==> config.mk <==
export PLATFORM = sky130hd
export DESIGN_NAME = matrix_op_slave_flat
export DESIGN_NICKNAME = d
export VERILOG_FILES = /design/src/rtl/matrix_op_slave_if.sv /design/src/rtl/matrix_op_slave.sv /design/src/flat_wrapper.sv
export SDC_FILE = /design/constraint.sdc
export NUM_CORES = 1
export LEC_CHECK = 0
export BUFFER_PORTS_ARGS = -buffer_cell sky130_fd_sc_hd__buf_2
export CORE_ASPECT_RATIO = 0.75
export CORE_MARGIN = 2
export CORE_UTILIZATION = 28
export DETAILED_ROUTE_END_ITERATION = 7
export GPL_ROUTABILITY_DRIVEN = 0
export HOLD_SLACK_MARGIN = 0.08
export PLACE_DENSITY = 0.47
export RECOVER_POWER = 100
export SLEW_MARGIN = 5
export SYNTH_ARGS = -nofsm -noshare
export SYNTH_HDL_FRONTEND = slang
export SYNTH_SLANG_ARGS = --single-unit
==> constraint.sdc <==
create_clock -name clk -period 2.7 [get_ports clk]
set_clock_uncertainty 0.1 [all_clocks]
set_input_delay 0.405 -clock clk [delete_from_list [all_inputs] [get_ports clk]]
set_output_delay 0.405 -clock clk [all_outputs]
set_load 0.02 [all_outputs]
==> src/rtl/matrix_op_slave_if.sv <==
// matrix_op_slave_if: system bus port of the matrix op slave (select, direction, address, data).
interface matrix_op_slave_if #(parameter int DATA_W = 32);
    logic              S_sel;
    logic              S_wr;
    logic [7:0]        S_address;
    logic [DATA_W-1:0] S_din;
    logic [DATA_W-1:0] S_dout;
    modport master (output S_sel, S_wr, S_address, S_din, input S_dout);
    modport slave (input S_sel, S_wr, S_address, S_din, output S_dout);
endinterface

==> src/rtl/matrix_op_slave.sv <==
// matrix_op_slave: register map, operand streaming and multiply/add sequencing for the matrix datapath.
// MATSLV_AUTO_ADD_EN: when defined, the add engine starts automatically once the multiply completes.
module matrix_op_slave #(
    parameter int DATA_W = 32,
    parameter int DEPTH  = 8,
    parameter int PTR_W  = 3
) (
    input  logic              clk,
    input  logic              reset,
    matrix_op_slave_if.slave  bus,
    output logic [DATA_W-1:0] multiplicand,
    output logic [DATA_W-1:0] multiplier,
    output logic              multiplicand_we,
    output logic              multiplier_we,
    output logic [PTR_W-1:0]  wAddr,
    output logic              multi_opstart,
    output logic              multi_opclear,
    input  logic              multi_opdone,
    output logic              adder_opstart,
    input  logic              adder_opdone,
    input  logic [DATA_W-1:0] result,
    output logic [PTR_W-1:0]  rAddr,
    output logic              m_interrupt
);
    typedef enum logic [1:0] {IDLE, MULT, ADDE, DONE} state_t;
`ifdef MATSLV_AUTO_ADD_EN
    localparam logic AUTO_ADD = 1'b1;
`else
    localparam logic AUTO_ADD = 1'b0;
`endif
    localparam logic [PTR_W:0] FULL = (PTR_W + 1)'(DEPTH);
    state_t            state;
    logic [PTR_W:0]    a_cnt, b_cnt;
    logic [PTR_W-1:0]  rptr;
    logic              ovf, mdone, int_en, int_pend;
    logic              wr, rd, bit0;
    logic [3:0]        addr;
    logic [DATA_W-1:0] status, rdata;
    assign wr          = bus.S_sel & bus.S_wr;
    assign rd          = bus.S_sel & ~bus.S_wr;
    assign addr        = bus.S_address[3:0];
    assign bit0        = bus.S_din[0];
    assign rAddr       = rptr;
    assign m_interrupt = int_pend & int_en;
    always_comb begin
        status        = '0;
        status[18]    = AUTO_ADD;
        status[17:16] = state;
        status[15]    = ovf;
        status[14:8]  = 7'(a_cnt);
        status[6:0]   = 7'(b_cnt);
        case (addr)
            4'd2:    rdata = DATA_W'(int_en);
            4'd6:    rdata = DATA_W'(rptr);
            4'd7:    rdata = status;
            4'd8:    rdata = DATA_W'(int_pend);
            4'd9:    rdata = (state == DONE) ? result : '0;
            default: rdata = '0;
        endcase
    end
    always_ff @(posedge clk) begin
        if (reset) begin
            state           <= IDLE;
            a_cnt           <= '0;
            b_cnt           <= '0;
            rptr            <= '0;
            ovf             <= 1'b0;
            mdone           <= 1'b0;
            int_en          <= 1'b0;
            int_pend        <= 1'b0;
            bus.S_dout      <= '0;
            multiplicand    <= '0;
            multiplier      <= '0;
            wAddr           <= '0;
            multiplicand_we <= 1'b0;
            multiplier_we   <= 1'b0;
            multi_opstart   <= 1'b0;
            multi_opclear   <= 1'b0;
            adder_opstart   <= 1'b0;
        end else begin
            multiplicand_we <= 1'b0;
            multiplier_we   <= 1'b0;
            multi_opstart   <= 1'b0;
            multi_opclear   <= 1'b0;
            adder_opstart   <= 1'b0;
            if (rd) bus.S_dout <= rdata;
            if (wr && addr == 4'd2) int_en <= bit0;
            // CLEAR wins over every other event in the same cycle, including adder_opdone
            if (wr && addr == 4'd5 && bit0) begin
                state         <= IDLE;
                multi_opclear <= 1'b1;
                a_cnt         <= '0;
                b_cnt         <= '0;
                ovf           <= 1'b0;
                mdone         <= 1'b0;
                rptr          <= '0;
                int_pend      <= 1'b0;
            end else begin
                if (wr && addr == 4'd0) begin
                    if (state == IDLE && a_cnt < FULL) begin
                        multiplicand    <= bus.S_din;
                        multiplicand_we <= 1'b1;
                        wAddr           <= a_cnt[PTR_W-1:0];
                        a_cnt           <= a_cnt + 1'b1;
                    end else ovf <= 1'b1;
                end
                if (wr && addr == 4'd1) begin
                    if (state == IDLE && b_cnt < FULL) begin
                        multiplier    <= bus.S_din;
                        multiplier_we <= 1'b1;
                        wAddr         <= b_cnt[PTR_W-1:0];
                        b_cnt         <= b_cnt + 1'b1;
                    end else ovf <= 1'b1;
                end
                if (wr && addr == 4'd6) rptr <= bus.S_din[PTR_W-1:0];
                else if (rd && addr == 4'd9) rptr <= rptr + 1'b1;
                // the engine-done set below overrides a same-cycle W1C
                if (wr && addr == 4'd8 && bit0) int_pend <= 1'b0;
                case (state)
                    IDLE: if (wr && addr == 4'd3 && bit0 && a_cnt == FULL && b_cnt == FULL) begin
                        state         <= MULT;
                        multi_opstart <= 1'b1;
                        mdone         <= 1'b0;
                    end
                    MULT: begin
                        if (multi_opdone) mdone <= 1'b1;
`ifdef MATSLV_AUTO_ADD_EN
                        if (multi_opdone || mdone) begin
`else
                        if (wr && addr == 4'd4 && bit0 && mdone) begin
`endif
                            state         <= ADDE;
                            adder_opstart <= 1'b1;
                        end
                    end
                    ADDE: if (adder_opdone) begin
                        state    <= DONE;
                        int_pend <= 1'b1;
                    end
                    default: ;
                endcase
            end
        end
    end
endmodule

==> src/flat_wrapper.sv <==
// flat-port wrapper written by rule: the top's interface ports become plain ports
module matrix_op_slave_flat 
#(
    parameter int DATA_W = 32,
    parameter int DEPTH  = 8,
    parameter int PTR_W  = 3
)
  (clk, reset, multiplicand, multiplier, multiplicand_we, multiplier_we, wAddr, multi_opstart, multi_opclear, multi_opdone, adder_opstart, adder_opdone, result, rAddr, m_interrupt, bus_S_sel, bus_S_wr, bus_S_address, bus_S_din, bus_S_dout);
  matrix_op_slave_if #(.DATA_W(DATA_W)) bus_i ();
  input  logic clk;
  input  logic reset;
  output logic [DATA_W-1:0] multiplicand;
  output logic [DATA_W-1:0] multiplier;
  output logic multiplicand_we;
  output logic multiplier_we;
  output logic [PTR_W-1:0] wAddr;
  output logic multi_opstart;
  output logic multi_opclear;
  input  logic multi_opdone;
  output logic adder_opstart;
  input  logic adder_opdone;
  input  logic [DATA_W-1:0] result;
  output logic [PTR_W-1:0] rAddr;
  output logic m_interrupt;
  input wire logic [$bits(bus_i.S_sel)-1:0] bus_S_sel;
  input wire logic [$bits(bus_i.S_wr)-1:0] bus_S_wr;
  input wire logic [$bits(bus_i.S_address)-1:0] bus_S_address;
  input wire logic [$bits(bus_i.S_din)-1:0] bus_S_din;
  output wire logic [$bits(bus_i.S_dout)-1:0] bus_S_dout;
  assign bus_i.S_sel = bus_S_sel;
  assign bus_i.S_wr = bus_S_wr;
  assign bus_i.S_address = bus_S_address;
  assign bus_i.S_din = bus_S_din;
  assign bus_S_dout = bus_i.S_dout;
  matrix_op_slave #(.DATA_W(DATA_W), .DEPTH(DEPTH), .PTR_W(PTR_W)) u_core (.clk(clk), .reset(reset), .bus(bus_i), .multiplicand(multiplicand), .multiplier(multiplier), .multiplicand_we(multiplicand_we), .multiplier_we(multiplier_we), .wAddr(wAddr), .multi_opstart(multi_opstart), .multi_opclear(multi_opclear), .multi_opdone(multi_opdone), .adder_opstart(adder_opstart), .adder_opdone(adder_opdone), .result(result), .rAddr(rAddr), .m_interrupt(m_interrupt));
endmodule
After elaboration in Yosys (flattened, before gate mapping)
Cells that the tools add are included.

cells by class
  $lt $le $gt $ge = 2
  bitwise operators = 9
  add/sub/neg operators = 3
  multiplexer cells = 27
  reductions and logical operators = 34
  equality and inequality tests = 18

operators with widths
  operator                                                         count
  32-bit one-hot mux with 5 select lines                           1
  32-bit 2-to-1 mux                                                1
  1-bit logical AND                                                18
  3-bit 2-to-1 mux                                                 6
  4-bit by 3-bit == test with 1-bit output, second input constant  4
  4-bit == test, second input constant                             4
  1-bit 2-to-1 mux                                                 14
  3-bit OR reduction                                               4
  3-bit AND reduction                                              3
  4-bit by 1-bit adder with 4-bit output, second input constant    2
  4-bit by 2-bit == test with 1-bit output, second input constant  2
  4-bit < comparator, second input constant                        2
  2-bit 2-to-1 mux                                                 3
  2-bit inequality test, second input constant                     3
  1-bit inverter                                                   6
  2-bit one-hot mux with 3 select lines                            1
  2-bit == test, second input constant                             2
  4-bit by 1-bit == test with 1-bit output, second input constant  1
  4-bit logical NOT                                                1
  2-bit AND reduction                                              2
  4-bit AND reduction                                              1
  2-bit nonzero test                                               2
  3-bit by 1-bit adder with 3-bit output, second input constant    1
  1-bit AND                                                        3
  6 further kinds                                                  6

word-level totals
  register bits = 121
  input port bits = 78

Longest topological paths before layout
Gate-level depths: netlist (run 1).

  word-level depth = 7
  depth in mapped cells = 9

Least setup slack after synthesis (run 1)
OpenSTA, ideal clock, no wires.

  path kind = reg-to-reg
  from = reg u_core.state[0]
  to = reg u_core.multiplier[21]
  cell stages (with the launch flop) = 10
  library setup time = 0.132 ns
  slack = 0.853 ns
  path buffers = 3
  data arrival time = 1.615 ns
  path through = dfxtp_1 > inv_1 > ha_1 > nor2b_1 > clkbuf_2 > and4_1 > buf_2 > buf_2 > nand2_1 > a21oi_1

between the ends
  word-level cells in the longest chain between the ends = 3

RTL lines
  element                        line                    text
  start: declaration             matrix_op_slave.sv:32   state_t state;
  start signal: assignment       matrix_op_slave.sv:63   state <= IDLE;
  start signal: assignment       matrix_op_slave.sv:90   state <= IDLE;
  start signal: assignment       matrix_op_slave.sv:121  state <= MULT;
  2-bit logical NOT              matrix_op_slave.sv:108  if (state == IDLE && b_cnt < FULL) begin
  1-bit logical AND              matrix_op_slave.sv:108
  3-bit AND reduction (no line)  --
  end signal: assignment         matrix_op_slave.sv:109  multiplier <= bus.S_din;
  end: declaration               matrix_op_slave.sv:12   output logic [DATA_W-1:0] multiplier,

Every way passes these cells.
A chain may end at the register's enable or synchronous reset.

Final worst setup path (run 1)
  from = reg u_core.state[1]
  to = reg u_core.b_cnt[0]

between the ends
  word-level cells in the longest chain between the ends = 3

RTL lines
  element                        line                    text
  2-bit logical NOT              matrix_op_slave.sv:108
  1-bit logical AND              matrix_op_slave.sv:108
  2-bit AND reduction (no line)  --
  end signal: assignment         matrix_op_slave.sv:112  b_cnt <= b_cnt + 1'b1;
  end: declaration               matrix_op_slave.sv:33   logic [PTR_W:0] a_cnt, b_cnt;

Every way passes these cells.

==> results.ini, run 1 <==
[placement]
place_inst = 991
port_buffers = 181
placed_area_mm2 = 0.00606
post-dp-hpwl_um = 10700

[grt]
grt_pass1_vias = 4455
grt.overflow.total = 0
grt_util_all_layers = 0.162
grt_pass1_wl_um = 23700
grt_max_degree = 57
grt_antenna_before_repair = 0

[synthesis]
ys_warn_count = 0
ys_seq_area_frac = 0.488
async_reset_ff_frac = 0
avgSynthCellArea_um2 = 8.23
synth_area_leaders = dfxtp_1, nand2_1, a21oi_1
synth_top_area_frac = 0.488
netlist_area_mm2 = 0.00496
ys_ff_latch = 121
synth_top_area_cell = dfxtp_1
synth.distinct_cells = 51
ys_top_cells_by_count = nand2_1, dfxtp_1, a21oi_1
synth_edf_count = 0
yosysMostFrequentCell = nand2_1
synth.net_count = 692
synth_top_flop_cell = dfxtp_1
syn_inst = 603

[sta]
finalHoldViolations = 0
tightest_slew_ps = 1010
post-route-min-period_ps = 2190
setup_violations = 0
relSlewSlack = 0.328
max_freq_ghz = 0.456
setup_tns_ps = 0
slew_viol_final = 0
holdWs_ps = 131
period_share = 0.812
rsz0062_at_grt = false

[setup_path]
r2r_cells = 7
worst-setup-path-type = reg2reg
arrival_ps = 2380
startpoint = u_core.state[1]
slowest_delay_ps = 520
start_kind = register
crit_required_ps = 2880
crit_fanout = 35
path_buf_inv = 2
cp_slowest_cell = nor2b_1
cp_cell_sequence = inv_1 > ha_1 > nor2b_1 > and4_1 > buf_12 > xnor2_1 > nor2_1
r2r_end = u_core.b_cnt[0]
crit_path_end_kind = register
critical-path-top-delay-family = simple AND/OR/NAND/NOR gates
worst-path-stages = 7
endpoint = u_core.b_cnt[0]
r2r_setup_slack_ps = 510
worstReg2RegStart = u_core.state[1]

[clock_tree]
post-cts-setup-buffers = 0
ctsResizeCount = 0
cts_htree_levels = 4
numCtsBuffers = 17
clock-root-buffer = clkbuf_16
cts.sinks = 121
tritoncts = built
clkLatencyLatePin_ps = 410
clkTransAtPathRegs_ps = 60
cts_buffer_depth = 2
holdBufCountCts = 0

[pwr]
p_seq_frac = 0.425
p_sw_mw = 1.01
combPwrFrac = 0.048
p_leak_nw = 2.30
p_int_mw = 3.23
powerDensity_mw_per_mm2 = 654
vdd_drop_max_uv = 346
switching_share = 0.239
power_frac_clock = 0.526

[worst_hold_path]
min_from = result[17]
min_path_type = in2reg
hold_depth = 3

[finish]
diodes = 0
syn_to_final_growth_pct = 30.7
fillers = 1909
drive_gt1_frac = 0.149
final_cells = 1023
postLayoutCellArea_mm2 = 0.00648
fin_nets = 857

[floorplan]
die_h_um = 119
dieWidth_um = 158
rows = 42
coreArea_mm2 = 0.0175
die_area_mm2 = 0.0188
start_util = 0.283
num_io_pins = 186

[routing]
finalWirelength_um = 15400
wl_per_cell_um = 15.0
dr.pass1.iters = 4
drtIter0Drc = 396
drtAntennaViolNets = 0
routed_via_density = 4.72
vias = 4828
drc = 0

[status]
outcome = completed

[flow_run]
maxCapViolations = 0

[worst min path at each step]
stage                            endpoint  slack, ps
floorplan                      u_core.ovf        340
global placement    u_core.bus.S_dout[30]        340
global route        u_core.multiplier[20]        130
CTS                 u_core.bus.S_dout[17]        120
finish              u_core.bus.S_dout[17]        130
detailed placement  u_core.bus.S_dout[12]        340
[routing by layer]
metal  share of wire  track usage  vias up
met5               0            0        -
li1                -            -     2387
met3           0.073       0.0444       15
met1            0.50        0.230     2261
met4           0.014       0.0545        0
met2            0.41        0.235      165
[kinds of logic after synthesis]
family                     count (synthesis)  synth area share
and+or+nand+nor                          261             0.239
AOI/OAI and AO/OA                        139             0.165
DFF                                      121             0.488
buffers and inverters                     58            0.0547
adders and majority gates                 11            0.0277
muxes                                      7            0.0141
xor gates and xnor gates                   6            0.0106
[power groups by stage]
stage | Clock, mW | Sequential (mW) | Combinational, mW
final | 2.23 | 1.80 | 0.205
after global routing | 2.38 | 1.80 | 0.225
after CTS | 2.28 | 1.80 | 0.211
after detailed placement | 0 | 1.84 | 0.210
after global placement | 0 | 1.84 | 0.207
after floorplan | 0 | 1.85 | 0.0957
[layout make-up]
| class | count | area [um2] | share of cell area |
|---|---|---|---|
| multi-input cells | 424 | 2250 | 0.347 |
| flip-flops and latches | 121 | 2420 | 0.374 |
| well taps | 242 | 303 | 0.0467 |
| inverters | 13 | 48.8 | 0.00753 |
| clock buffers | 18 | 429 | 0.0662 |
| repair buffers | 191 | 881 | 0.136 |
| clock inverters | 14 | 149 | 0.0230 |
[metrics by stage]
step                utilization  setup WS [ps]  power [mW]
finish                    0.371            507        4.24
global route              0.371            275        4.40
CTS                       0.379            494        4.30
detailed placement        0.346            503        2.05
global placement          0.346            552        2.05
floorplan                     -            853        1.95
[worst min-delay path, cell delays in order]
cell,delay (ps)
buf_2,90
nand2_1,50
a21oi_1,50
[layout by cell type, fill, tap and decap left out, types with 4 or more instances in the layout]
| master | instances |
|---|---|
| nand2_1 | 175 |
| buf_2 | 70 |
| dfxtp_1 | 121 |
| nand4_1 | 6 |
| clkbuf_16 | 17 |
| and3b_1 | 6 |
| a21oi_1 | 99 |
| inv_1 | 13 |
| mux2i_1 | 7 |
| clkinvlp_4 | 4 |
| clkbuf_1 | 111 |
| ha_1 | 11 |
| a22oi_1 | 9 |
| nor2b_1 | 4 |
| nand2b_1 | 4 |
| nor2_1 | 17 |
| nand3_1 | 28 |
| buf_4 | 7 |
[flip-flops by register name, summed over array words and instances (netlist names), 2 cells and up]
| signal | cells |
|---|---|
| u_core.a_cnt | 4 |
| u_core.b_cnt | 4 |
| u_core.bus.S_dout | 32 |
| u_core.multiplicand | 32 |
| u_core.multiplier | 32 |
| u_core.rAddr | 3 |
| u_core.state | 2 |
| u_core.wAddr | 3 |
No activity file was read; power rests on OpenSTA's default activity.
==> inputs of run 2 (changes only) <==
- PLACE_DENSITY: 0.47 -> 0.49
- clock period: 2.7 -> 2 ns (I/O delays scaled with it)
==> run 2 against run 1 <==
Against the previous run: sequential share of layout area fell by 4.0 points; routed wire length rose by 3.3%; worst setup slack worse by 350 ps; first-iteration DRC count decreased by 43%; sequential power rose by 35%; count of clock-buffer cells in the layout shrank 1; non-clock buffer count is 77 higher; design area grew 12%; register-to-register slack worse by 350 ps; clock power rose by 40%; global-route usage up 0.64 points; critical path depth up 1; critical path type unchanged; critical endpoint is now u_core.multiplicand[16].
==> results.ini, run 2 (synthesis gave the netlist of run 1 again) <==
[pwr]
combPwrFrac = 0.066
p_sw_mw = 1.37
powerDensity_mw_per_mm2 = 819
p_seq_frac = 0.409
p_leak_nw = 2.65
power_mw = 5.94
vdd_drop_max_uv = 462
p_int_mw = 4.57
switching_share = 0.231
power_frac_clock = 0.525

[clock_tree]
clock-root-buffer = clkbuf_16
cts_buffer_depth = 2
cts_htree_levels = 4
numCtsBuffers = 17
post-cts-setup-buffers = 0
tritoncts = built
cts.sinks = 121
clkTransAtPathRegs_ps = 60
clkLatencyLatePin_ps = 410

[setup_path]
slowest_delay_ps = 310
crit_fanout = 33
cp_cell_sequence = inv_1 > ha_1 > nor2b_2 > buf_4 > and3_1 > buf_12 > nand2_1 > a21oi_1
crit_path_end_kind = register
arrival_ps = 2070
start_kind = register
cp_slowest_cell = dfxtp_1
worst-setup-path-type = reg2reg
crit_required_ps = 2230

[floorplan]
dieWidth_um = 158
num_io_pins = 186
rows = 42
die_h_um = 119
start_util = 0.283
die_area_mm2 = 0.0188
coreArea_mm2 = 0.0175

[grt]
grt_util_all_layers = 0.168
grt_max_degree = 71
grt_pass1_vias = 4768
grt_pass1_wl_um = 24700
grt_antenna_before_repair = 0
grt.overflow.total = 0

[sta]
relSlewSlack = 0.675
slew_viol_final = 0
setup_tns_ps = 0
setup_violations = 0
period_share = 0.922
max_freq_ghz = 0.542
rsz0062_at_grt = false
post-route-min-period_ps = 1840
tightest_slew_ps = 488
finalHoldViolations = 0
setup_slack_ps = 155
holdWs_ps = 106

[finish]
layout_common_cells = nand2_1, dfxtp_1, clkbuf_1
layout_commonest_cell = nand2_1
postLayoutCoreUtil = 0.415
fillers = 1847
largestRegisters = u_core.bus.S_dout: 32 flops, u_core.multiplicand: 32 flops, u_core.multiplier: 32 flops
fin_nets = 934
diodes = 0
syn_to_final_growth_pct = 46.3
drive_gt1_frac = 0.158

[worst_hold_path]
min_path_type = in2reg

[routing]
drtAntennaViolNets = 0
wl_per_cell_um = 14.5
top_layer = met4
dr.pass1.iters = 5
drc = 0
met2_wirelength_um = 6590
routed_via_density = 4.49
wl_met1_um = 8060
vias = 4940
drtIter0Drc = 224
finalWirelength_um = 15900
wl_met3_um = 1060

[flow_run]
maxCapViolations = 0

[placement]
place_ws_ps = 92.0
port_buffers = 181
post-dp-hpwl_um = 10700

[status]
outcome = completed

run 2: path summary, 6_finish.rpt:
check / start / to / slack, ps / cells after the start
max: u_core.state[1] / u_core.multiplicand[16] / 160 / 8
min: result[16] / u_core.bus.S_dout[16] / 110 / 3
max reg2reg: u_core.state[1] / u_core.multiplicand[16] / 160 / 8
min reg2reg: u_core.bus.S_dout[27] / u_core.bus.S_dout[27] / 350 / 2
run 2: area by class of cell:
type	count	area (um2)	share of cell area
clock inverters	14	175	0.0241
clock buffers	17	425	0.0586
well taps	242	303	0.0417
flip-flops and latches	121	2420	0.334
multi-input cells	424	2260	0.311
inverters	13	48.8	0.00672
repair buffers	268	1630	0.224
run 2: power by group through the flow:
stage	combinational [mW]	clock, mW	sequential, mW
6_report	0.389	3.12	2.43
5_1_grt	0.424	3.33	2.43
4_1_cts	0.396	3.21	2.43
3_5_place_dp	0.307	0	2.48
3_3_place_gp	0.308	0	2.48
2_1_floorplan	0.129	0	2.50
run 2: timing repair:
action                                  4_1_cts  5_1_grt
hold endpoints to repair                     89        0
endpoints found under the setup margin        0       35
hold buffers                                 58        0
gates resized for setup                       0        2
run 2: metrics by stage:
stage / instance area, um2 / std cells
after floorplan: 4960 / 603
after global placement: 6240 / 1010
after detailed placement: 6240 / 1010
after CTS: 7430 / 1099
after global routing: 7260 / 1099
final: 7260 / 1099
run 2: layer usage:
metal  vias up  track usage
met5         -            0
met3        16       0.0549
met1      2251        0.237
met4         0       0.0534
li1       2535            -
met2       138        0.242
run 2: worst max-delay path, delay by kind of cell (launching register included):
family | cells | cell delay [ps]
buf+inv | 3 | 470
compound gates | 1 | 150
fa+ha+maj | 1 | 160
simple gates | 3 | 540
flops | 1 | 310
